$ cat src/rtl/bayer_mosaic_streamer.sv
// bayer_mosaic_streamer: turns an RGB pixel stream into a framed Bayer RAW stream.
// Frame: newFrame pulse, SOF_GAP idle cycles, then HEIGHT rows of WIDTH pixels,
// each row followed by HBLANK idle cycles, then a one-cycle oDone pulse.
// Optional feature macro: ISP_MOSAIC_TPG_EN adds iTpg, an internal test pattern source.
module bayer_mosaic_streamer #(
  parameter int WIDTH   = 320,
  parameter int HEIGHT  = 240,
  parameter int DW      = 8,
  parameter int CFA     = 0,
  parameter int HBLANK  = 16,
  parameter int SOF_GAP = 32
) (
  input  logic                      clk,
  input  logic                      reset,
  input  logic                      iStart,
`ifdef ISP_MOSAIC_TPG_EN
  input  logic                      iTpg,
`endif
  input  logic                      iValid,
  input  logic [DW-1:0]             iR,
  input  logic [DW-1:0]             iG,
  input  logic [DW-1:0]             iB,
  output logic                      oReady,
  output logic                      newFrame,
  output logic                      oValid,
  output logic [DW-1:0]             oData,
  output logic [$clog2(WIDTH)-1:0]  oCol,
  output logic [$clog2(HEIGHT)-1:0] oRow,
  output logic                      oDone
);

  localparam int CW   = $clog2(WIDTH);
  localparam int RW   = $clog2(HEIGHT);
  localparam int GMAX = (SOF_GAP > HBLANK) ? SOF_GAP : HBLANK;
  localparam int GW   = (GMAX > 1) ? $clog2(GMAX) : 1;

  // Phase of each pattern relative to GBRG:
  // GRBG shifts both axes, RGGB shifts rows, BGGR shifts columns.
  localparam logic ROW_FLIP = (CFA == 1) || (CFA == 2);
  localparam logic COL_FLIP = (CFA == 1) || (CFA == 3);

  typedef enum logic [2:0] {IDLE, SOF, GAP, ACTIVE, HBL, DONE} state_t;

  state_t         state, state_nx;
  logic [GW-1:0]  gap_cnt;
  logic [CW-1:0]  col_cnt;
  logic [RW-1:0]  row_cnt;
  logic           frame_end;
  logic           tpg;
  logic           xfer;
  logic           col_last, row_last, sof_gap_end, hbl_end;
  logic [DW-1:0]  src_r, src_g, src_b;

  logic           vld_p1;
  logic [DW-1:0]  data_p1;
  logic [CW-1:0]  col_p1;
  logic [RW-1:0]  row_p1;

  // Pick the one colour sample that the CFA places at (row, col).
  function automatic logic [DW-1:0] mosaic(input logic rp, input logic cp,
                                           input logic [DW-1:0] r,
                                           input logic [DW-1:0] g,
                                           input logic [DW-1:0] b);
    logic [1:0] ph;
    ph = {rp ^ ROW_FLIP, cp ^ COL_FLIP};
    case (ph)
      2'b01:   return b;
      2'b10:   return r;
      default: return g;
    endcase
  endfunction

`ifdef ISP_MOSAIC_TPG_EN
  logic tpg_q;
  // Latch the pattern-generator choice at frame start; it holds for the whole frame.
  always_ff @(posedge clk) begin
    if (reset)                        tpg_q <= 1'b0;
    else if (state == IDLE && iStart) tpg_q <= iTpg;
  end
  assign tpg = tpg_q;
`else
  assign tpg = 1'b0;
`endif

  assign col_last    = (int'(col_cnt) == WIDTH - 1);
  assign row_last    = (int'(row_cnt) == HEIGHT - 1);
  assign sof_gap_end = (int'(gap_cnt) == SOF_GAP - 1);
  assign hbl_end     = (int'(gap_cnt) == HBLANK - 1);
  assign xfer        = (state == ACTIVE) && (tpg || iValid);

  // Next-state and per-state control outputs.
  always_comb begin
    state_nx = state;
    newFrame = 1'b0;
    oDone    = 1'b0;
    oReady   = 1'b0;
    case (state)
      IDLE:   if (iStart) state_nx = SOF;
      SOF: begin
        newFrame = 1'b1;
        state_nx = (SOF_GAP > 0) ? GAP : ACTIVE;
      end
      GAP:    if (sof_gap_end) state_nx = ACTIVE;
      ACTIVE: begin
        oReady = ~tpg;
        if (xfer && col_last) begin
          if (HBLANK > 0)    state_nx = HBL;
          else if (row_last) state_nx = DONE;
        end
      end
      HBL:    if (hbl_end) state_nx = frame_end ? DONE : ACTIVE;
      DONE: begin
        oDone    = 1'b1;
        state_nx = IDLE;
      end
      default: state_nx = IDLE;
    endcase
  end

  // State register.
  always_ff @(posedge clk) begin
    if (reset) state <= IDLE;
    else       state <= state_nx;
  end

  // Idle-cycle counter for the lead-in gap and horizontal blanking; restarts on every state change.
  always_ff @(posedge clk) begin
    if (reset || state_nx != state) gap_cnt <= '0;
    else if (state == GAP || state == HBL) gap_cnt <= gap_cnt + 1'b1;
  end

  // Pixel position counters; column wraps into the row, rows only clear between frames.
  always_ff @(posedge clk) begin
    if (reset || state == IDLE) begin
      col_cnt   <= '0;
      row_cnt   <= '0;
      frame_end <= 1'b0;
    end else if (xfer) begin
      if (col_last) begin
        col_cnt <= '0;
        if (row_last) frame_end <= 1'b1;
        else          row_cnt   <= row_cnt + 1'b1;
      end else begin
        col_cnt <= col_cnt + 1'b1;
      end
    end
  end

  // Pixel source: upstream stream, or the coordinate test pattern.
  always_comb begin
    src_r = iR;
    src_g = iG;
    src_b = iB;
    if (tpg) begin
      src_r = DW'(int'(col_cnt));
      src_g = DW'(int'(row_cnt));
      src_b = DW'(int'(col_cnt) + int'(row_cnt));
    end
  end

  // ---- stage p0 -> p1: one-cycle registered RAW output ----
  always_ff @(posedge clk) begin
    if (reset) begin
      vld_p1  <= 1'b0;
      data_p1 <= '0;
      col_p1  <= '0;
      row_p1  <= '0;
    end else begin
      vld_p1 <= xfer;
      if (xfer) begin
        data_p1 <= mosaic(row_cnt[0], col_cnt[0], src_r, src_g, src_b);
        col_p1  <= col_cnt;
        row_p1  <= row_cnt;
      end
    end
  end

  assign oValid = vld_p1;
  assign oData  = data_p1;
  assign oCol   = col_p1;
  assign oRow   = row_p1;

endmodule

$ cat config.mk
export PLATFORM = sky130hd
export DESIGN_NAME = bayer_mosaic_streamer
export DESIGN_NICKNAME = d
export VERILOG_FILES = /design/src/rtl/bayer_mosaic_streamer.sv
export SDC_FILE = /design/constraint.sdc
export NUM_CORES = 1
export LEC_CHECK = 0
export BUFFER_PORTS_ARGS = -buffer_cell sky130_fd_sc_hd__buf_2
export CAP_MARGIN = 20
export CORE_MARGIN = 2
export CORE_UTILIZATION = 50
export CTS_CLUSTER_SIZE = 30
export DETAILED_ROUTE_END_ITERATION = 16
export PLACE_DENSITY = 0.77
export SLEW_MARGIN = 5
export SYNTH_ARGS = -nofsm -noshare
export SYNTH_HDL_FRONTEND = slang
export SYNTH_SLANG_ARGS = --single-unit
$ cat constraint.sdc
create_clock -name clk -period 2.47 [get_ports clk]
set_input_delay 0.247 -clock clk [delete_from_list [all_inputs] [get_ports clk]]
set_output_delay 0.247 -clock clk [all_outputs]
set_load 0.1 [all_outputs]
==> results of run 1 <==
## cell type report
type	count	area [um2]	area share, %
clock buffer	6	72.6	2.54
sequential	52	1040	36.4
timing repair buffer	63	333	11.6
multi-input combinational	228	1280	44.9
inverter	6	22.5	0.787
clock inverter	2	38.8	1.36
tap	54	67.6	2.36
## worst max-delay path: stages, from the launching register on
cell       delay (ns)
dfxtp_1          0.48
ha_1             0.28
nand4bb_1        0.20
or3_1            0.56
buf_4            0.23
or3_1            0.34
a21oi_1          0.14
## layout by cell type, fill, tap and decap left out, types with 2 or more instances in the layout
master / instances
a21oi_1: 38
a22oi_1: 8
and3_1: 2
and4b_1: 2
buf_2: 56
buf_4: 7
clkbuf_8: 5
dfxtp_1: 52
ha_1: 7
inv_1: 6
nand2_1: 70
nand2b_1: 3
nand3_1: 8
nand4_1: 4
nor2_1: 12
nor2b_1: 5
nor3_1: 7
nor3b_1: 3
nor3b_2: 2
o21ai_0: 16
o31ai_1: 2
or2_2: 4
or3_1: 6
or4_1: 3
xnor2_1: 5
xor2_1: 3
## sequential cells by signal (all words and copies together), names as in the netlist
signal     count
row_cnt        8
oRow           8
oValid         1
oCol           9
frame_end      1
state          3
oData          8
gap_cnt        5
col_cnt        9
## Yosys cell counts, drive strengths merged, types with 4 or more instances
cell type  number  area [um2]
nand2          70         263
dfxtp          52        1040
a21oi          38         190
clkbuf         16        60.1
o21ai          16        80.1
nor2           12        45.0
a22oi           8        60.1
nand3           8        40.0
nor3            8        40.0
ha              7        87.6
inv             6        22.5
or3             6        37.5
nor2b           5        31.3
nor3b           5        37.5
xnor2           5        43.8
nand4           4        25.0
or2             4        25.0
## metrics by stage
stage / total power (uW) / cells / instance area (um2) / hold slack (ns)
after floorplan: 987 / 305 / 2420 / 0.437
after global placement: 1030 / 403 / 2750 / 0.440
after detailed placement: 1040 / 403 / 2750 / 0.443
after CTS: 1620 / 411 / 2860 / 0.238
after global routing: 1680 / 411 / 2860 / 0.258
final: 1610 / 411 / 2860 / 0.245
## power groups by stage
stage                     combinational, uW  clock (uW)  sequential (uW)
after global placement                  162           0              870
after floorplan                         102           0              885
final                                   165         591              850
after CTS                               166         608              851
after global routing                    179         645              852
after detailed placement                166           0              870
## cell families after synthesis
group	share of synthesized area, %
adders and majority gates	3.64
and+or+nand+nor	27.5
DFF	43.3
xor gates and xnor gates	2.91
buffers and inverters	3.95
AOI/OAI and AO/OA	18.4
muxes	0.416
## routing by layer
layer | track usage [%] | vias up | share of wire [%]
met3 | 5.62 | 4 | 5.1
met5 | 0 | - | 0
met2 | 34.8 | 55 | 48
li1 | - | 1162 | -
met1 | 25.2 | 983 | 46
met4 | 5.45 | 0 | 0.99
## worst min-delay path by stage
| stage | from | to | depth (start not counted) |
|---|---|---|---|
| after floorplan | frame_end | frame_end | 2 |
| after global placement | oData[4] | oData[4] | 2 |
| after detailed placement | oCol[3] | oCol[3] | 2 |
| after CTS | iValid | state[0] | 3 |
| after global routing | iValid | state[0] | 3 |
| final | iValid | state[0] | 3 |
==> impl_metrics.tcl, run 1 <==
set metrics [dict create \
    fin_nets 391 \
    diodes 0 \
    synth.distinct_cells 42 \
    numCtsBuffers 5 \
    endpoint "row_cnt[0]" \
    grt_setup_unrepaired "false" \
    synth_warnings 0 \
    cts.path.max_buffers 2 \
    routedWlPerCell_um 12.6 \
    crit_start "col_cnt[0]" \
    max_cap_violations 0 \
    combPwrFrac_pct 10.3 \
    cts-htree-levels 2 \
    power.static_leakage_uw 0.00110 \
    grt_pass1_vias 1966 \
    status "finished clean" \
    synth_seq_cells 52 \
    drt-pass1-iter-count 4 \
    drive_above_1_share_pct 22.1 \
    synth_area_per_cell_um2 7.89 \
    drc 0 \
    syn-num-nets 340 \
    fill_cells 437 \
    hpwl_mm 3.67 \
    via_count 2204 \
    worst-r2r-setup-slack_ns 0.19 \
    num_rows 25 \
    clkLatencyLatePin_ns 0.31 \
    post-route-period-util_pct 92.3 \
    hold_path.class "in2reg" \
    setup_tns_ns 0 \
    relSlewSlack_pct 62.3 \
    vdd_drop_max_uv 370 \
    pwr-share-clk_pct 36.8 \
    synthesis.area_um2 2410 \
    finalCriticalPeriod_ns 2.28 \
    cts.repair.resized 0 \
    power.net_switching_uw 399 \
    crit_fanout 13 \
    worst_pin_slew_ns 0.566 \
    async_flop_share_pct 0 \
    io_buffers 56 \
    worstSetupPathType "reg2reg" \
    end_kind "flip-flop" \
    slew_viol_final 0 \
    drt-initial-drc-count 166 \
    fmax_mhz 439 \
    die_height_um 73.4 \
    clk_pin_slew_ns 0.09 \
    io_pins 57 \
    vias_per_cell 5.36 \
    cts_hold_buf 0 \
    final_util_pct 61.0 \
    timing.rr.start "col_cnt[0]" \
    skew_ns 0.00493 \
    cts_setup_buffers 0 \
    critPathLaunchType "flip-flop" \
    r2r_cells 6 \
    clock-sinks 52 \
    start_util_pct 51.3 \
    p_int_uw 1210 \
    worstPathRequired_ns 2.72 \
    synth_edf_count 0 \
    ys.flop_type "dfxtp_1" \
    yosysSeqAreaShare_pct 43.3 \
    die_area_um2 5380 \
    grt_antenna_before_repair 0 \
    die_w_um 73.4 \
    place.gp.congestion 0.841 \
    place_ws_ns 0.228 \
    postRouteAntennaNets 0 \
    rr_endpoint "row_cnt[0]" \
    setup_violations 0 \
    seqPwrFrac_pct 52.9 \
    crit_arrival_ns 2.53 \
    netlist_instances 305 \
    cts_root_buffer "clkbuf_8" \
    worst_slack_ns 0.191 \
    grt_start_max_net_pins 32 \
    core-area_um2 4690 \
    grt_usage_pct 20.4 \
    grt_pass1_wl_mm 8.64 \
    cts_tree "built" \
    drt-total-wl_mm 5.16 \
    powerDensity_nw_per_um2 562 \
    swShare_pct 24.8 \
    syn_to_final_growth_pct 18.9 \
    grt.overflow.total 0 \
    hold_viol 0 \
]
No activity file was read; power rests on OpenSTA's default activity.
==> run 2: changes to the inputs <==
Settings changed: PLACE_DENSITY 0.77 to 0.8.
==> impl_metrics.tcl, run 2 (synthesis results as in run 1) <==
set metrics [dict create \
    status "finished clean" \
    hold_viol 0 \
    fin_nets 392 \
    drt-total-wl_mm 5.21 \
    diodes 0 \
    r2r_cells 5 \
    powerDensity_nw_per_um2 567 \
    fmax_mhz 436 \
    use_met3_pct 4.39 \
    cts_hold_buf 0 \
    endpoint "row_cnt[4]" \
    max_cap_violations 0 \
    instances_no_fill 412 \
    grt_usage_pct 20.7 \
    vdd_drop_max_uv 436 \
    drive_above_1_share_pct 22.6 \
    critPathLaunchType "flip-flop" \
    io_pins 57 \
    hp-start "iValid" \
    timing.rr.start "col_cnt[1]" \
    clkLatencyLatePin_ns 0.31 \
    worstPathRequired_ns 2.72 \
    worst_slack_ns 0.175 \
    syn_to_final_growth_pct 19.6 \
    cp.depth 5 \
    worst-r2r-setup-slack_ns 0.18 \
    slowest_stage "or3_1" \
    timing.hold.ws_ns 0.251 \
    hold_path.class "in2reg" \
    crit_arrival_ns 2.55 \
    grt_start_max_net_pins 32 \
    grt.overflow.total 0 \
    grtUsageMet1_pct 26.9 \
    crit_chain "ha_1 > nand4bb_1 > or3_1 > or4_1 > a21oi_1" \
    start_util_pct 51.3 \
    place_ws_ns 0.211 \
    via_count 2262 \
    grt_pass1_wl_mm 8.78 \
    met2_usage_pct 33.5 \
    finalCriticalPeriod_ns 2.29 \
    drt-initial-drc-count 150 \
    grt_setup_unrepaired "false" \
    grt_pass1_vias 1993 \
    crit_fanout 18 \
    cts_tree "built" \
    power.static_leakage_uw 0.00112 \
    slew_viol_final 0 \
    core-area_um2 4690 \
    num_rows 25 \
    die_w_um 73.4 \
    cts-htree-levels 2 \
    crit_path_max_incr_delay_ns 0.62 \
    total_power_uw 1630 \
    numCtsBuffers 5 \
    io_buffers 56 \
    skew_ns 0.00837 \
    crit_family "simple AND/OR/NAND/NOR gates" \
    worstSetupPathType "reg2reg" \
    drt-pass1-iter-count 4 \
    setup_violations 0 \
    cts_setup_buffers 0 \
    path_buf_inv 0 \
    layout_commonest_cell "nand2_1" \
    vias_per_cell 5.49 \
    clk_pin_slew_ns 0.10 \
    drc 0 \
    crit_start "col_cnt[1]" \
    place.gp.congestion 0.786 \
    routedWlPerCell_um 12.6 \
    grt-busiest-layer "met2" \
    cts.path.max_buffers 2 \
    post-route-period-util_pct 92.9 \
    dp.cells 404 \
    worst_pin_slew_ns 0.577 \
    clock-sinks 52 \
    die_area_um2 5380 \
    fill_cells 413 \
    die_height_um 73.4 \
    postRouteAntennaNets 0 \
    hpwl_mm 3.67 \
    relSlewSlack_pct 61.5 \
    cts.repair.resized 0 \
    cts_root_buffer "clkbuf_8" \
    layout_common_cells "nand2_1 (70), buf_2 (56), dfxtp_1 (52)" \
    rr_endpoint "row_cnt[4]" \
    grt_antenna_before_repair 0 \
    end_kind "flip-flop" \
]
[run 2: changes by cell type in the layout (fill, tap and decap cells not counted), sizes merged]
cell	before	now
buf	63	64
inv	7	6
clkinv	0	1
[run 2: final cells by class]
class                      count  area, um2  share of cell area, %
clock buffer                   6       82.6                   2.87
multi-input combinational    228       1280                   44.7
clock inverter                 2       38.8                   1.35
inverter                       6       22.5                  0.783
tap                           54       67.6                   2.35
sequential                    52       1040                   36.2
timing repair buffer          64        340                   11.8
[run 2: layer usage]
layer  vias up  routed length, um
met4         0                 89
met1      1020               2510
met3         7                244
met2        60               2370
met5         -                  0
li1       1175                  -
[run 2: worst min path at each step]
| stage | to | slack, ns | depth (start not counted) |
|---|---|---|---|
| 6_report | state[0] | 0.25 | 3 |
| 5_1_grt | state[0] | 0.26 | 3 |
| 4_1_cts | state[0] | 0.24 | 3 |
| 2_1_floorplan | frame_end | 0.44 | 2 |
| 3_5_place_dp | oData[7] | 0.44 | 2 |
| 3_3_place_gp | oRow[2] | 0.44 | 2 |
[run 2: metrics by stage]
| stage | util (%) | cell area (um2) | TNS, ns |
|---|---|---|---|
| global route | 61.3 | 2880 | 0 |
| detailed placement | 58.7 | 2760 | 0 |
| global placement | 58.7 | 2760 | 0 |
| finish | 61.3 | 2880 | 0 |
| CTS | 61.3 | 2880 | 0 |
| floorplan | - | 2420 | -0.0241 |
[run 2: power breakdown]
group	leakage, uW	switching, uW	total (uW)	internal [uW]
Sequential	0.000419	5.11	851	846
Combinational	0.000635	108	164	55.9
Clock	0.0000614	285	617	331
Total	0.00112	399	1630	1230
[run 2: tightest hold or removal path, delay by kind of cell]
family,cells,cell delay (ns)
buffers and inverters,1,0.10
AO/OA/AOI/OAI,2,0.17
